$ cat config.mk
export PLATFORM = sky130hd
export DESIGN_NAME = enemy_controller
export DESIGN_NICKNAME = d
export VERILOG_FILES = /design/src/rtl/enemy_pkg.sv /design/src/rtl/lfsr16.sv /design/src/rtl/enemy_controller.sv
export SDC_FILE = /design/constraint.sdc
export NUM_CORES = 1
export LEC_CHECK = 0
export ABC_AREA = 1
export CAP_MARGIN = 25
export CORE_ASPECT_RATIO = 1.1
export CORE_MARGIN = 2
export CORE_UTILIZATION = 35
export DETAILED_ROUTE_END_ITERATION = 10
export GPL_ROUTABILITY_DRIVEN = 0
export PLACE_DENSITY = 0.67
export SYNTH_ARGS = -nofsm -noshare
export SYNTH_HDL_FRONTEND = slang
export SYNTH_HIERARCHICAL = 1
export SYNTH_SLANG_ARGS = --single-unit
$ cat constraint.sdc
create_clock -name Clk -period 1.5 [get_ports Clk]
set_input_delay 0.3 -clock Clk [delete_from_list [all_inputs] [get_ports Clk]]
set_output_delay 0.3 -clock Clk [all_outputs]
set_load 0.05 [all_outputs]
$ cat src/rtl/enemy_pkg.sv
// -----------------------------------------------------------------------------
// enemy_pkg
// Shared definitions for the enemy controller slice:
//   - enemy_state_t    : controller FSM state encoding
//   - DIR_*            : movement command encoding driven on 'dir'
//   - DEF_*            : default parameter values used by enemy_controller
//   - max3()           : helper used to size the shared frame counter
//   - reverse_dir()    : flips the direction along its current axis
// -----------------------------------------------------------------------------
package enemy_pkg;

   typedef enum logic [2:0] {
      IDLE   = 3'd0,
      SPAWN  = 3'd1,
      WANDER = 3'd2,
      HIT    = 3'd3,
      DYING  = 3'd4
   } enemy_state_t;

   localparam logic [1:0] DIR_LEFT  = 2'd0;
   localparam logic [1:0] DIR_RIGHT = 2'd1;
   localparam logic [1:0] DIR_DOWN  = 2'd2;
   localparam logic [1:0] DIR_UP    = 2'd3;

   localparam int          DEF_HP_MAX       = 3;
   localparam int          DEF_WALK_FRAMES  = 32;
   localparam int          DEF_HIT_FRAMES   = 16;
   localparam int          DEF_DEATH_FRAMES = 30;
   localparam logic [15:0] DEF_LFSR_SEED    = 16'hACE1;

   function automatic int max3(input int a, input int b, input int c);
      int m;
      m = a;
      if (b > m) m = b;
      if (c > m) m = c;
      return m;
   endfunction

   // Left<->right and down<->up differ only in bit 0.
   function automatic logic [1:0] reverse_dir(input logic [1:0] d);
      return {d[1], ~d[0]};
   endfunction

endpackage

$ cat src/rtl/lfsr16.sv
// -----------------------------------------------------------------------------
// lfsr16
// 16-bit Fibonacci LFSR, taps 16,14,13,11 (maximal length). Advances on every
// Clk. A zero seed would lock the register at zero, so it is replaced by 1.
// Ports:
//   Clk   in   system clock
//   Reset in   synchronous active-high reset, loads seed
//   seed  in   16-bit reset value
//   q     out  current register contents
// -----------------------------------------------------------------------------
module lfsr16 (
   input  logic        Clk,
   input  logic        Reset,
   input  logic [15:0] seed,
   output logic [15:0] q
);

   logic feedback;

   // Tap positions 16,14,13,11 map to bits 15,13,12,10.
   assign feedback = q[15] ^ q[13] ^ q[12] ^ q[10];

   always_ff @(posedge Clk) begin
      if (Reset) begin
         q <= (seed == 16'd0) ? 16'd1 : seed;
      end else begin
         q <= {q[14:0], feedback};
      end
   end

endmodule

$ cat src/rtl/enemy_controller.sv
// -----------------------------------------------------------------------------
// enemy_controller
// Behaviour FSM for one enemy: spawns on request, wanders with a pseudo-random
// or player-seeking direction, takes hits with a short invulnerability window,
// plays a death sequence and despawns on a room change.
//
// All behaviour advances on the rising edge of frame_clk, detected in the Clk
// domain. The only exception is SPAWN, which lasts exactly one Clk after the
// spawn frame edge; 'spawn' is high for that single Clk and the datapath loads
// the start position while it is high (no back-pressure).
//
// Optional feature: define ENEMY_CHASE_EN to steer toward the player at each
// direction-change boundary instead of using the LFSR.
//
// Ports:
//   Clk, Reset           system clock, synchronous active-high reset
//   frame_clk            frame tick (level; rising edge acted on)
//   initialize           spawn request, sampled on a frame edge in IDLE
//   damage               weapon overlap, sampled on a frame edge in WANDER
//   room[2:0]            current room index
//   Enemy_X/Y[9:0]       enemy position from the movement datapath
//   Player_X/Y[9:0]      player position (chase builds only)
//   dir[1:0]             movement command (DIR_* encoding)
//   active               enemy alive and drawn
//   spawn                one-Clk start-position load pulse
//   hp[1:0]              remaining hit points
//   dying                high while in DYING
//   state_dbg            current FSM state (debug)
//   count_dbg            current frame counter (debug)
// -----------------------------------------------------------------------------
module enemy_controller
   import enemy_pkg::*;
#(
   parameter int          HP_MAX       = DEF_HP_MAX,
   parameter int          WALK_FRAMES  = DEF_WALK_FRAMES,
   parameter int          HIT_FRAMES   = DEF_HIT_FRAMES,
   parameter int          DEATH_FRAMES = DEF_DEATH_FRAMES,
   parameter logic [15:0] LFSR_SEED    = DEF_LFSR_SEED,
   localparam int         CNT_W        = $clog2(max3(WALK_FRAMES, HIT_FRAMES, DEATH_FRAMES)) + 1
) (
   input  logic             Clk,
   input  logic             Reset,
   input  logic             frame_clk,
   input  logic             initialize,
   input  logic             damage,
   input  logic [2:0]       room,
   input  logic [9:0]       Enemy_X,
   input  logic [9:0]       Enemy_Y,
   input  logic [9:0]       Player_X,
   input  logic [9:0]       Player_Y,
   output logic [1:0]       dir,
   output logic             active,
   output logic             spawn,
   output logic [1:0]       hp,
   output logic             dying,
   output enemy_state_t     state_dbg,
   output logic [CNT_W-1:0] count_dbg
);

   localparam logic [CNT_W-1:0] WALK_LAST  = CNT_W'(WALK_FRAMES - 1);
   localparam logic [CNT_W-1:0] HIT_LAST   = CNT_W'(HIT_FRAMES - 1);
   localparam logic [CNT_W-1:0] DEATH_LAST = CNT_W'(DEATH_FRAMES - 1);
   localparam logic [CNT_W-1:0] CNT_SAT    = {CNT_W{1'b1}};

   enemy_state_t     state, state_n;
   logic [CNT_W-1:0] cnt, cnt_n;
   logic [1:0]       hp_r, hp_n;
   logic [1:0]       dir_r, dir_n;
   logic             frame_q;
   logic [2:0]       room_q;
   logic [9:0]       pos_x_q, pos_y_q;
   logic             pos_valid;
   logic [15:0]      lfsr_q;

   logic             frame_edge;
   logic             room_changed;
   logic             stuck;
   logic [1:0]       new_dir;
   logic             unused_bits;

   lfsr16 u_lfsr (
      .Clk   (Clk),
      .Reset (Reset),
      .seed  (LFSR_SEED),
      .q     (lfsr_q)
   );

   assign frame_edge   = frame_clk & ~frame_q;
   assign room_changed = (room != room_q);
   // pos_valid stays low until the first frame edge after a spawn, so the
   // position left over from the previous life cannot trigger the stuck rule.
   assign stuck        = pos_valid && (Enemy_X == pos_x_q) && (Enemy_Y == pos_y_q);

`ifdef ENEMY_CHASE_EN
   logic [9:0] dx_abs, dy_abs;

   always_comb begin
      dx_abs  = (Player_X >= Enemy_X) ? (Player_X - Enemy_X) : (Enemy_X - Player_X);
      dy_abs  = (Player_Y >= Enemy_Y) ? (Player_Y - Enemy_Y) : (Enemy_Y - Player_Y);
      new_dir = DIR_LEFT;
      // Larger |delta| wins; a tie goes to the X axis.
      if (dx_abs >= dy_abs) begin
         new_dir = (Player_X > Enemy_X) ? DIR_RIGHT : DIR_LEFT;
      end else begin
         new_dir = (Player_Y > Enemy_Y) ? DIR_DOWN : DIR_UP;
      end
   end

   assign unused_bits = ^lfsr_q;
`else
   // The two low LFSR bits present at the boundary edge pick the new heading.
   assign new_dir     = lfsr_q[1:0];
   assign unused_bits = ^{Player_X, Player_Y, lfsr_q[15:2]};
`endif

   // ---------------------------------------------------------------------------
   // Next-state / next-value logic
   // ---------------------------------------------------------------------------
   always_comb begin
      state_n = state;
      cnt_n   = cnt;
      hp_n    = hp_r;
      dir_n   = dir_r;

      unique case (state)
         IDLE: begin
            // initialize wins over damage; damage has no meaning here.
            if (frame_edge && initialize) begin
               state_n = SPAWN;
            end
         end

         SPAWN: begin
            state_n = WANDER;
            hp_n    = 2'(HP_MAX);
            cnt_n   = '0;
         end

         WANDER: begin
            if (frame_edge) begin
               if (room_changed) begin
                  state_n = IDLE;
                  hp_n    = 2'd0;
                  cnt_n   = '0;
               end else if (damage) begin
                  cnt_n = '0;
                  if (hp_r > 2'd1) begin
                     hp_n    = hp_r - 2'd1;
                     state_n = HIT;
                     dir_n   = reverse_dir(dir_r);
                  end else begin
                     hp_n    = 2'd0;
                     state_n = DYING;
                  end
               end else if (stuck) begin
                  dir_n = reverse_dir(dir_r);
                  cnt_n = '0;
               end else if (cnt == WALK_LAST) begin
                  dir_n = new_dir;
                  cnt_n = '0;
               end else begin
                  cnt_n = cnt + CNT_W'(1);
               end
            end
         end

         HIT: begin
            if (frame_edge) begin
               if (room_changed) begin
                  state_n = IDLE;
                  hp_n    = 2'd0;
                  cnt_n   = '0;
               end else if (cnt == HIT_LAST) begin
                  state_n = WANDER;
                  cnt_n   = '0;
               end else if (cnt != CNT_SAT) begin
                  cnt_n = cnt + CNT_W'(1);
               end
            end
         end

         DYING: begin
            if (frame_edge) begin
               if (room_changed || (cnt == DEATH_LAST)) begin
                  state_n = IDLE;
                  hp_n    = 2'd0;
                  cnt_n   = '0;
               end else if (cnt != CNT_SAT) begin
                  cnt_n = cnt + CNT_W'(1);
               end
            end
         end

         default: begin
            state_n = IDLE;
            hp_n    = 2'd0;
            cnt_n   = '0;
         end
      endcase
   end

   // ---------------------------------------------------------------------------
   // State and latch registers
   // ---------------------------------------------------------------------------
   always_ff @(posedge Clk) begin
      if (Reset) begin
         state     <= IDLE;
         cnt       <= '0;
         hp_r      <= 2'd0;
         dir_r     <= DIR_LEFT;
         frame_q   <= 1'b0;
         room_q    <= 3'd0;
         pos_x_q   <= 10'd0;
         pos_y_q   <= 10'd0;
         pos_valid <= 1'b0;
      end else begin
         state   <= state_n;
         cnt     <= cnt_n;
         hp_r    <= hp_n;
         dir_r   <= dir_n;
         frame_q <= frame_clk;
         if (frame_edge) begin
            room_q    <= room;
            pos_x_q   <= Enemy_X;
            pos_y_q   <= Enemy_Y;
            pos_valid <= 1'b1;
         end else if (state == SPAWN) begin
            pos_valid <= 1'b0;
         end
      end
   end

   assign dir       = dir_r;
   assign hp        = hp_r;
   assign active    = (state == WANDER) || (state == HIT) || (state == DYING);
   assign spawn     = (state == SPAWN);
   assign dying     = (state == DYING);
   assign state_dbg = state;
   assign count_dbg = cnt;

endmodule

==> run summary <==
* 4.45 — routed vias/inst
* 102 um — die height
* 10.9 um — routed length per placed instance
* 640 MHz — Fmax achieved
* flop — category of the worst setup path launch point
* 1.78 ns — signal arrival time at the worst endpoint
* 2 — number of H-tree levels
* 163 x sky130_fd_sc_hd__nand2_1, 56 x sky130_fd_sc_hd__inv_1, 54 x sky130_fd_sc_hd__buf_4, 49 x sky130_fd_sc_hd__nor2_1, 33 x sky130_fd_sc_hd__dfxtp_1 — commonest non-fill, non-tap cells in the layout
* 0.31 ns — Worst-Skew Late Latency
* 9410 um2 — die area
* 2.29 nW — LEAKAGE
* 7 — Critical Path Fanout Max
* flop — kind of capture point of the worst setup path
* 64 — Top-Level Pins
* 0 — hold buffer count at cts
* 30 — number of distinct standard cells referenced by the synthesized netlist
* 8410 um2 — core region area
* 2.01 mW — net switching power figure
* Enemy_Y[2] — Hold Path Origin
* 39.2% — switching power share of the total
* room_q[2] — crit path launch
* 3030 um2 — Mapped Area
* 104% — share of the clock period used by the worst path
* 0 — max-cap violations
* 5630 um — DPL Wire Length
* room_q[2] — worst flop-to-flop path startpoint
* yes — RSZ-0062 raised after global routing
* 92.7 um — horizontal die dimension
* 1090 nW/um2 — power density normalized to cell area
* 495 — number of standard cells after synthesis
* 1.72 ns — CP Data Required Time
* -0.06 ns — Reg2Reg Setup Slack
* 165 — Iteration-0 DRC Markers
* 35.7% — sequential fraction of the synthesis area
* -0.0619 ns — setup ws final
* -0.243 ns — final setup TNS
* 48.4% — combinational share of power
* 677 — final net count
* 0 — number of hold violations in the final report
* -0.486 ns — DP Worst Slack
* 2 — maximum clock insertion buffer count
* 4 — first-pass iteration count of the detailed router
* 4210 um2 — cell area after placement
* sky130_fd_sc_hd__clkbuf_8 — clock root buffer
* setup timing — violated checks
* 9 — final setup violation count
* 0 — max-slew violation count
* 38 — maximum number of pins on one net before global-route repair
* finished, violations left — status
* 16.9% — power share of the clock group
* 43 — number of port buffers
* 0 — number of antenna violations at the first check in global routing
* 0 — number of remaining DRC errors
* 17.1% — combined global-route utilization of all metal layers
* 6.12 um2 — syn_area_per_cell
* flop to flop — Critical Setup Path Class
* 3291 — vias after detailed routing
* 6 — Synth Warn #
* 9 — R2R cell count
* yes — CTS tree
* 54 — clock sinks
* 788 — Filler Cell Count
* 4690 um2 — fin area
* 0.0149 ns — Max Clock Skew
* 418 uV — worst-case vdd ir drop
* 3104 — vias in the first global route
* 55.8% — final standard cell utilization of the core
* state_dbg[2] — worst flop-to-flop path endpoint
* state_dbg[2] — end point of the critical path
* 0 — post-detailed-route count of antenna-violating nets
* 5 — CTS buffer count
* 34.8% — share of total power in sequential cells
* 0.11 ns — Clk pin slew, worst setup/hold paths
* sky130_fd_sc_hd__nand2_1 — most common library cell in the layout ignoring fill and taps
* input pin to flop — Worst Hold Class
* 8030 um — sum of routed wire length over all layers
* 0 — leftover overflow at the end of global routing
* 13200 um — global-route wire length before repair
* 5.12 mW — power consumption
* 27.7% — ratio of cells with drive above 1 in the final layout
* 1.56 ns — shortest clock period the worst path allows after layout
* 54 — number of register bits inferred by synthesis
* 0 — # diodes
* 3.12 mW — Cell Int Power
* 35 — row count
* 55.0% — area grow syn2layout
* 36.0% — starting utilization of the core area
-- layout make-up --
| class | instances | area [um2] | area share (%) |
|---|---|---|---|
| Clock buffer | 7 | 86.3 | 1.84 |
| Inverter | 67 | 259 | 5.52 |
| Timing Repair Buffer | 107 | 1110 | 23.6 |
| Sequential cell | 54 | 1120 | 23.9 |
| Multi-Input combinational cell | 392 | 1980 | 42.1 |
| Clock inverter | 1 | 5.00 | 0.107 |
| Tap cell | 111 | 139 | 2.96 |
-- flip-flops by register name (all words and copies together) (netlist names) --
| register | flops |
|---|---|
| count_dbg | 6 |
| dir | 2 |
| frame_q | 1 |
| hp | 2 |
| pos_valid | 1 |
| pos_x_q | 10 |
| pos_y_q | 10 |
| room_q | 3 |
| state_dbg | 3 |
| u_lfsr/q | 16 |
-- synthesized netlist by cell type --
cell type,number,area [um2]
sky130_fd_sc_hd__a21oi_2,3,26.3
sky130_fd_sc_hd__o21ai_1,4,20.0
sky130_fd_sc_hd__xnor2_1,4,35.0
sky130_fd_sc_hd__or2_1,1,6.26
sky130_fd_sc_hd__nor2_2,4,25.0
sky130_fd_sc_hd__or2_0,1,6.26
sky130_fd_sc_hd__buf_6,4,45.0
sky130_fd_sc_hd__nand3_1,17,85.1
sky130_fd_sc_hd__buf_4,1,7.51
sky130_fd_sc_hd__clkbuf_1,7,26.3
sky130_fd_sc_hd__ha_1,2,25.0
sky130_fd_sc_hd__nor3_2,1,10.0
sky130_fd_sc_hd__o21ai_0,34,170
sky130_fd_sc_hd__nand3b_1,2,15.0
sky130_fd_sc_hd__a21o_1,1,7.51
sky130_fd_sc_hd__nor2_1,61,229
sky130_fd_sc_hd__conb_1,2,7.51
sky130_fd_sc_hd__a21oi_1,28,140
sky130_fd_sc_hd__nand2_2,1,6.26
sky130_fd_sc_hd__nor3_1,2,10.0
sky130_fd_sc_hd__inv_4,1,6.26
sky130_fd_sc_hd__inv_2,2,7.51
sky130_fd_sc_hd__xor2_1,4,35.0
sky130_fd_sc_hd__nand2_1,178,668
sky130_fd_sc_hd__nand3_2,1,10.0
sky130_fd_sc_hd__nor2_4,1,11.3
sky130_fd_sc_hd__nand4_1,9,56.3
sky130_fd_sc_hd__inv_1,64,240
sky130_fd_sc_hd__o2111ai_1,1,8.76
sky130_fd_sc_hd__dfxtp_1,54,1080
-- how the worst min path moves through the flow --
stage / depth (start not counted) / slack, ns / to
finish: 3 / 0.28 / pos_y_q[2]
global route: 3 / 0.31 / pos_y_q[2]
CTS: 3 / 0.38 / pos_y_q[5]
detailed placement: 2 / 0.41 / u_lfsr/q[12]
global placement: 2 / 0.40 / u_lfsr/q[12]
floorplan: 1 / 0.35 / count_dbg[0]
-- cells by family (layout without fill, tap and decap cells) --
| kind of cell | after synthesis | in the layout | share of synthesized area, % |
|---|---|---|---|
| AND/OR/NAND/NOR | 279 | 279 | 37.6 |
| buffers and inverters | 79 | 182 | 11.0 |
| AO/OA/AOI/OAI | 71 | 71 | 12.3 |
| flip-flops | 54 | 54 | 35.7 |
| XOR/XNOR | 8 | 8 | 2.31 |
| adder cells (fa/ha/maj) | 2 | 2 | 0.826 |
| other | 2 | 32 | 0.248 |
-- metal layers --
metal / vias to the layer above / share of wire, % / GRT usage [%]
met5: - / 0 / 0
met4: 0 / 2.0 / 5.20
met3: 15 / 2.9 / 2.53
met2: 54 / 51 / 31.6
met1: 1462 / 44 / 20.5
li1: 1760 / - / -
-- stage by stage --
stage                     std cells  hold slack [ns]
after global routing            739            0.311
after CTS                       735            0.380
after global placement          712            0.399
after floorplan                 525            0.353
final                           739            0.277
after detailed placement        712            0.414
-- critical path, cell delays in order, from the launching register on --
cell and delay, ns:
sky130_fd_sc_hd__dfxtp_2 0.34, sky130_fd_sc_hd__xor2_1 0.16, sky130_fd_sc_hd__nor2_2 0.21, sky130_fd_sc_hd__nand2_2 0.12, sky130_fd_sc_hd__nor2_4 0.13, sky130_fd_sc_hd__nand2_2 0.09
sky130_fd_sc_hd__nand2_4 0.12, sky130_fd_sc_hd__nor2_4 0.06, sky130_fd_sc_hd__o21ai_1 0.17, sky130_fd_sc_hd__nor2_1 0.06
-- power groups by stage --
stage | Clock (mW) | Sequential, mW | Combinational (mW)
after global routing | 0.939 | 1.80 | 2.68
after floorplan | 0 | 1.97 | 0.985
final | 0.863 | 1.78 | 2.48
after detailed placement | 0 | 1.82 | 2.05
after CTS | 0.886 | 1.78 | 2.30
after global placement | 0 | 1.81 | 2.02
-- timing repair --
action                     CTS  global route
pin swaps                   32            25
gates cloned                 0             0
gates resized for setup     58            50
hold endpoints to repair     0             0
setup buffers               15             4
setup endpoints to repair   15            16
Note: power is estimated with default switching activity, not from simulation.
